===== src/rtl/groovy_cmd_seq.sv =====
// Command sequencer between the HPS extension bus block and the video pipeline.
// Serialises init / switchres / blit requests and runs their start/done handshakes.
module groovy_cmd_seq #(
  parameter int unsigned      TMO_W     = 24,
  parameter logic [TMO_W-1:0] TMO_CYC   = TMO_W'(5000000),
  parameter bit               VBL_ALIGN = 1'b1
) (
  input  logic clk_sys,
  input  logic reset_n,
  input  logic cmd_init,
  input  logic cmd_switchres,
  input  logic cmd_blit,
  input  logic cmd_logo,
  input  logic vga_vblank,
  input  logic mode_ack,
  input  logic blit_done,
  output logic core_init,
  output logic mode_load,
  output logic blit_start,
  output logic reset_switchres,
  output logic reset_blit,
  output logic logo_en,
  output logic busy,
  output logic tmo_err
);

  typedef enum logic [2:0] {
    StIdle,
    StInit,
    StWaitVbl,
    StLoad,
    StWaitMode,
    StBlit,
    StWaitBlit
  } state_e;

  localparam logic [TMO_W-1:0] TmoLast = TMO_CYC - TMO_W'(1);

  state_e           state;
  logic             cmd_init_d;
  logic             vblank_d;
  logic             init_pend;
  logic             logo_q;
  logic [TMO_W-1:0] tmo_cnt;

  logic init_rise;
  logic vbl_rise;
  logic clear_cycle;

  assign init_rise   = cmd_init & ~cmd_init_d;
  assign vbl_rise    = vga_vblank & ~vblank_d;
  // cmd_switchres/cmd_blit are still high while their clear pulse is out
  assign clear_cycle = reset_switchres | reset_blit;

  assign logo_en = logo_q & ~(state inside {StInit, StWaitVbl, StLoad, StWaitMode});

  always_ff @(posedge clk_sys or negedge reset_n) begin
    if (!reset_n) begin
      state           <= StIdle;
      cmd_init_d      <= 1'b0;
      vblank_d        <= 1'b0;
      init_pend       <= 1'b0;
      logo_q          <= 1'b0;
      tmo_cnt         <= '0;
      core_init       <= 1'b0;
      mode_load       <= 1'b0;
      blit_start      <= 1'b0;
      reset_switchres <= 1'b0;
      reset_blit      <= 1'b0;
      busy            <= 1'b0;
      tmo_err         <= 1'b0;
    end else begin
      cmd_init_d      <= cmd_init;
      vblank_d        <= vga_vblank;
      logo_q          <= cmd_logo;
      core_init       <= 1'b0;
      mode_load       <= 1'b0;
      blit_start      <= 1'b0;
      reset_switchres <= 1'b0;
      reset_blit      <= 1'b0;
      if (init_rise) init_pend <= 1'b1;

      case (state)
        StIdle: begin
          // A same-cycle init edge still beats switchres/blit
          if (init_pend || init_rise) begin
            state     <= StInit;
            core_init <= 1'b1;
            busy      <= 1'b1;
          end else if (!clear_cycle && cmd_switchres) begin
            busy <= 1'b1;
            if (VBL_ALIGN) begin
              state <= StWaitVbl;
            end else begin
              state     <= StLoad;
              mode_load <= 1'b1;
            end
          end else if (!clear_cycle && cmd_blit) begin
            state      <= StBlit;
            blit_start <= 1'b1;
            busy       <= 1'b1;
          end
        end
        StInit: begin
          init_pend <= init_rise;
          tmo_err   <= 1'b0;
          state     <= StIdle;
          busy      <= 1'b0;
        end
        StWaitVbl: begin
          if (vbl_rise) begin
            state     <= StLoad;
            mode_load <= 1'b1;
          end
        end
        StLoad: begin
          tmo_cnt <= '0;
          state   <= StWaitMode;
        end
        StWaitMode: begin
          if (mode_ack || tmo_cnt == TmoLast) begin
            if (!mode_ack) tmo_err <= 1'b1;
            reset_switchres <= 1'b1;
            state           <= StIdle;
            busy            <= 1'b0;
          end else if (tmo_cnt != '1) begin
            tmo_cnt <= tmo_cnt + TMO_W'(1);
          end
        end
        StBlit: begin
          tmo_cnt <= '0;
          state   <= StWaitBlit;
        end
        StWaitBlit: begin
          if (blit_done || tmo_cnt == TmoLast) begin
            if (!blit_done) tmo_err <= 1'b1;
            reset_blit <= 1'b1;
            state      <= StIdle;
            busy       <= 1'b0;
          end else if (tmo_cnt != '1) begin
            tmo_cnt <= tmo_cnt + TMO_W'(1);
          end
        end
        default: begin
          state <= StIdle;
          busy  <= 1'b0;
        end
      endcase
    end
  end

endmodule


===== config.mk =====
export PLATFORM = sky130hd
export DESIGN_NAME = groovy_cmd_seq
export DESIGN_NICKNAME = d
export VERILOG_FILES = /design/src/rtl/groovy_cmd_seq.sv
export SDC_FILE = /design/constraint.sdc
export NUM_CORES = 1
export LEC_CHECK = 0
export CAP_MARGIN = 10
export CORE_UTILIZATION = 40
export CTS_CLUSTER_SIZE = 10
export DETAILED_ROUTE_END_ITERATION = 10
export HOLD_SLACK_MARGIN = 0.06
export SLEW_MARGIN = 10
export SYNTH_ARGS = -nofsm -noshare
export SYNTH_HDL_FRONTEND = slang
export SYNTH_SLANG_ARGS = --single-unit

===== constraint.sdc =====
create_clock -name clk_sys -period 2.4 [get_ports clk_sys]
set_input_delay 0.48 -clock clk_sys [delete_from_list [all_inputs] [get_ports clk_sys]]
set_output_delay 0.48 -clock clk_sys [all_outputs]
set_load 0.02 [all_outputs]

==> out/summary.txt <==
========================================================================================================
Overall Power .............................................................................      1880 µW
Area post-placement .......................................................................     2570 µm²
Fill cell total of the finished layout ....................................................          549
Seq cells post-synth ......................................................................           38
Startpoint of the most critical register-to-register path .................................   tmo_cnt[0]
First DRT Iteration DRCs ..................................................................          101
Number of routed nets with antenna violations .............................................            0
Wire length of the first global-routing pass ..............................................      9.45 mm
Post-synthesis instance area ..............................................................     2270 µm²
Max Buffers Root-to-Sink ..................................................................            2
Power density of the placed cells .........................................................   703 nW/µm²
Category of the worst setup path capture point ............................................     register
Proportion of power drawn by flip-flops and latches .......................................        0.398
Failing checks ............................................................................ design-rule violations
Power Internal ............................................................................      1190 µW
Count of final setup violators ............................................................            0
Largest net degree at the start of global routing .........................................           39
Reg2reg end ...............................................................................  tmo_cnt[17]
Number of buffers inserted by post-CTS setup repair .......................................            0
Inserted Clock Buffers ....................................................................            5
Number of rows created at floorplan .......................................................           27
Cell with the largest stage delay on the worst path ....................................... sky130_fd_sc_hd__or4_1
P&R area growth vs syn ....................................................................        17.7%
Cell family contributing the most delay on the critical path .............................. simple AND/OR/NAND/NOR gates
Width of the chip .........................................................................      77.3 µm
Kind of critical path .....................................................................      reg2reg
Routed wire length ........................................................................      5.43 mm
RePlAce Congestion ........................................................................        0.859
Post-detailed-route DRC marker count ......................................................            2
Critical path fanouts, max ................................................................           16
Source-to-sink clock delay at the later pin of the worst-skew pair ........................      0.30 ns
Minimum clock period after layout .........................................................      2.25 ns
Wire length per cell after detailed routing ...............................................      15.8 µm
Status .................................................................................... finished with violations
Synthesized net count .....................................................................          255
Final number of max-transition violations .................................................            0
Worst setup margin ........................................................................     0.154 ns
Slew of the pin with the lowest slew margin ...............................................     0.861 ns
Worst slack, placed .......................................................................   0.00918 ns
Clock root cell ........................................................................... sky130_fd_sc_hd__clkbuf_8
Worst EP arrival ..........................................................................      2.47 ns
FF-to-FF path depth .......................................................................            6
Crit-path most repeated cell .............................................................. sky130_fd_sc_hd__and4_1
Clock tree from TritonCTS .................................................................         done
DIE AREA ..................................................................................     5980 µm²
Area fraction of the dominant cell type after synthesis ...................................        0.419
Library cell with the largest summed area after synthesis ................................. sky130_fd_sc_hd__dfrtp_1
Count of unique library cells instantiated by Yosys .......................................           50
Yosys Warn Count ..........................................................................            0
Area of the core region ...................................................................     5470 µm²
RSZ-0062 raised after global routing ......................................................           no
Maximum resistive drop on vdd .............................................................     0.415 mV
Worst-path cell chain ..................................................................... ha_1 -> and3_1 -> and4_1 -> and4_1 -> or4_1 -> a21oi_1
Share of final-layout standard cells stronger than drive strength 1 .......................        0.147
Clock group share of total power ..........................................................        0.252
Leak Pwr ..................................................................................   0.00105 µW
Vias in the first global route ............................................................         1948
Clock tree sinks ..........................................................................           38
Path category of the worst min-delay check ................................................     in2async
Slowest Stage Delay on Critical Path ......................................................      0.53 ns
Buf/Inv on CP .............................................................................            0
Final net count ...........................................................................          281
Seq/Total Area, Yosys .....................................................................        0.419
Type of origin of the critical path .......................................................     register
Combinational share of power ..............................................................        0.350
Total inserted antenna cells ..............................................................            0
Final number of hold-violating endpoints ..................................................            0
# port buffers ............................................................................           16
Power spent charging and discharging nets .................................................       684 µW
Placed cell count .........................................................................          336
Depth of the CTS H-tree ...................................................................            2
Post-synthesis instance total .............................................................          245
Vias per inst .............................................................................         5.91
Number of flops mapped to enable cells by yosys ...........................................            0
HPWL after detailed placement .............................................................      3.89 mm
Initial core utilization ..................................................................        0.414
Number of buffers inserted by hold repair at cts ..........................................            0
Maximum clock frequency ...................................................................    0.445 GHz
Final TNS setup ...........................................................................         0 ns
Max Clock Skew ............................................................................   0.00747 ns
Final cycle utilization of the critical path ..............................................        0.936
Register-to-register setup slack ..........................................................      0.15 ns
Critical path required time ...............................................................      2.62 ns
Max-Cap Viols .............................................................................            0
Total gr overflow .........................................................................            0
Dominant cells by area after synthesis .................................................... sky130_fd_sc_hd__dfrtp_1 42%, sky130_fd_sc_hd__or4_1 6.3%, sky130_fd_sc_hd__a21oi_1 5.5%
Switching power as a share of total power .................................................        0.364
Chip height ...............................................................................      77.3 µm
Antenna violations before repair ..........................................................            0
Overall via count from detail_route .......................................................         2034
Number of detailed-route iterations in the first pass .....................................            7
Final Cell Area ...........................................................................     2670 µm²
Ys async rst share ........................................................................         1.00
Non-filler instance count after layout ....................................................          344
Avg Inst Size Synth .......................................................................     9.26 µm²
Top flip-flop cell by instance count after synthesis ...................................... sky130_fd_sc_hd__dfrtp_1
GRT Util Overall ..........................................................................        0.203
IO Pins ...................................................................................           17
Max-Slew Margin vs Limit ..................................................................        0.426
Cts repair resizes ........................................................................            1
Post-CTS clock slew at the launch and capture registers of the worst setup and hold paths .      0.08 ns
========================================================================================================
worst max-delay path by stage:
stage                from     endpoint  slack [ns]  cells after the start
6_report       tmo_cnt[0]  tmo_cnt[17]        0.15                      6
5_1_grt        tmo_cnt[0]   tmo_cnt[5]        0.01                      6
4_1_cts        tmo_cnt[0]  tmo_cnt[17]        0.16                      6
3_5_place_dp    blit_done  tmo_cnt[17]       0.009                      6
3_3_place_gp    blit_done  tmo_cnt[11]        0.05                      6
2_1_floorplan  tmo_cnt[0]   tmo_cnt[4]        0.30                      8
state kept, by name, summed over array words and instances, names as in the netlist:
| register | cells |
|---|---|
| blit_start | 1 |
| busy | 1 |
| cmd_init_d | 1 |
| core_init | 1 |
| init_pend | 1 |
| logo_q | 1 |
| mode_load | 1 |
| reset_blit | 1 |
| reset_switchres | 1 |
| state | 3 |
| tmo_cnt | 24 |
| tmo_err | 1 |
| vblank_d | 1 |
kinds of logic (layout without fill, tap and decap cells):
group | after synthesis | count (layout) | share of synthesized area
buffers and inverters | 22 | 49 | 0.0458
adder cells (fa/ha/maj) | 1 | 1 | 0.00551
XOR/XNOR | 1 | 1 | 0.00386
AO/OA/AOI/OAI | 71 | 71 | 0.207
flip-flops | 38 | 38 | 0.419
AND/OR/NAND/NOR | 112 | 112 | 0.319
power by group through the flow:
stage          Clock [µW]  Sequential (µW)  Combinational [µW]
2_1_floorplan           0              793                 398
3_3_place_gp            0              759                 666
3_5_place_dp            0              760                 661
4_1_cts               489              747                 660
5_1_grt               519              758                 732
6_report              472              748                 657
synthesized netlist by cell type (4+ instances only):
library cell                n
sky130_fd_sc_hd__nand4_1   11
sky130_fd_sc_hd__and2_1     5
sky130_fd_sc_hd__o21ai_1    7
sky130_fd_sc_hd__inv_1      6
sky130_fd_sc_hd__o21ai_0    4
sky130_fd_sc_hd__or4_1     19
sky130_fd_sc_hd__nor2b_1    4
sky130_fd_sc_hd__and3_1     6
sky130_fd_sc_hd__clkbuf_1   9
sky130_fd_sc_hd__o31ai_1   14
sky130_fd_sc_hd__nand2_1   14
sky130_fd_sc_hd__nand3_1   13
sky130_fd_sc_hd__nor2_1    15
sky130_fd_sc_hd__a21oi_1   25
sky130_fd_sc_hd__dfrtp_1   38
sky130_fd_sc_hd__buf_2      5
layer usage:
layer | vias up | wire length (µm) | global-route usage
met2 | 42 | 2450 | 0.302
met5 | - | 0 | 0
met3 | 13 | 225 | 0.0440
met1 | 978 | 2620 | 0.283
li1 | 1001 | - | -
met4 | 0 | 136 | 0.0868
stage by stage:
| step | utilization | hold WS [ns] |
|---|---|---|
| 3_5_place_dp | 0.471 | 0.508 |
| 5_1_grt | 0.488 | 0.369 |
| 2_1_floorplan | - | 0.184 |
| 6_report | 0.488 | 0.289 |
| 3_3_place_gp | 0.471 | 0.505 |
| 4_1_cts | 0.488 | 0.334 |
layout make-up:
cell class | instances | area, µm² | area share
clock buffer | 6 | 82.6 | 0.0309
multi-input combinational | 185 | 1210 | 0.455
clock inverter | 2 | 12.5 | 0.00469
sequential | 38 | 951 | 0.356
inverter | 6 | 22.5 | 0.00844
timing repair buffer | 35 | 297 | 0.111
tap | 72 | 90.1 | 0.0338
layout by cell type, fill, tap and decap left out, types with 2 or more instances in the layout:
cell type | synthesis | routed
sky130_fd_sc_hd__dfrtp_1 | 38 | 38
sky130_fd_sc_hd__a21oi_1 | 25 | 25
sky130_fd_sc_hd__or4_1 | 19 | 19
sky130_fd_sc_hd__buf_4 | 0 | 19
sky130_fd_sc_hd__nor2_1 | 15 | 15
sky130_fd_sc_hd__nand2_1 | 14 | 14
sky130_fd_sc_hd__o31ai_1 | 14 | 14
sky130_fd_sc_hd__clkdlybuf4s50_1 | 0 | 14
sky130_fd_sc_hd__nand3_1 | 13 | 13
sky130_fd_sc_hd__nand4_1 | 11 | 11
sky130_fd_sc_hd__o21ai_1 | 7 | 7
sky130_fd_sc_hd__inv_1 | 6 | 6
sky130_fd_sc_hd__and3_1 | 6 | 6
sky130_fd_sc_hd__clkbuf_8 | 0 | 6
sky130_fd_sc_hd__and2_1 | 5 | 5
sky130_fd_sc_hd__o21ai_0 | 4 | 4
sky130_fd_sc_hd__nor2b_1 | 4 | 4
sky130_fd_sc_hd__nor3_1 | 3 | 3
sky130_fd_sc_hd__a31o_1 | 3 | 3
sky130_fd_sc_hd__nand2b_1 | 3 | 3
sky130_fd_sc_hd__o311ai_1 | 3 | 3
sky130_fd_sc_hd__or3_1 | 2 | 2
sky130_fd_sc_hd__nor3_2 | 2 | 2
sky130_fd_sc_hd__nand4_4 | 2 | 2
sky130_fd_sc_hd__and4_1 | 2 | 2
sky130_fd_sc_hd__a211oi_1 | 2 | 2
sky130_fd_sc_hd__nand4b_1 | 2 | 2
sky130_fd_sc_hd__o41ai_1 | 2 | 2
Power figures use the tool's default switching activity.
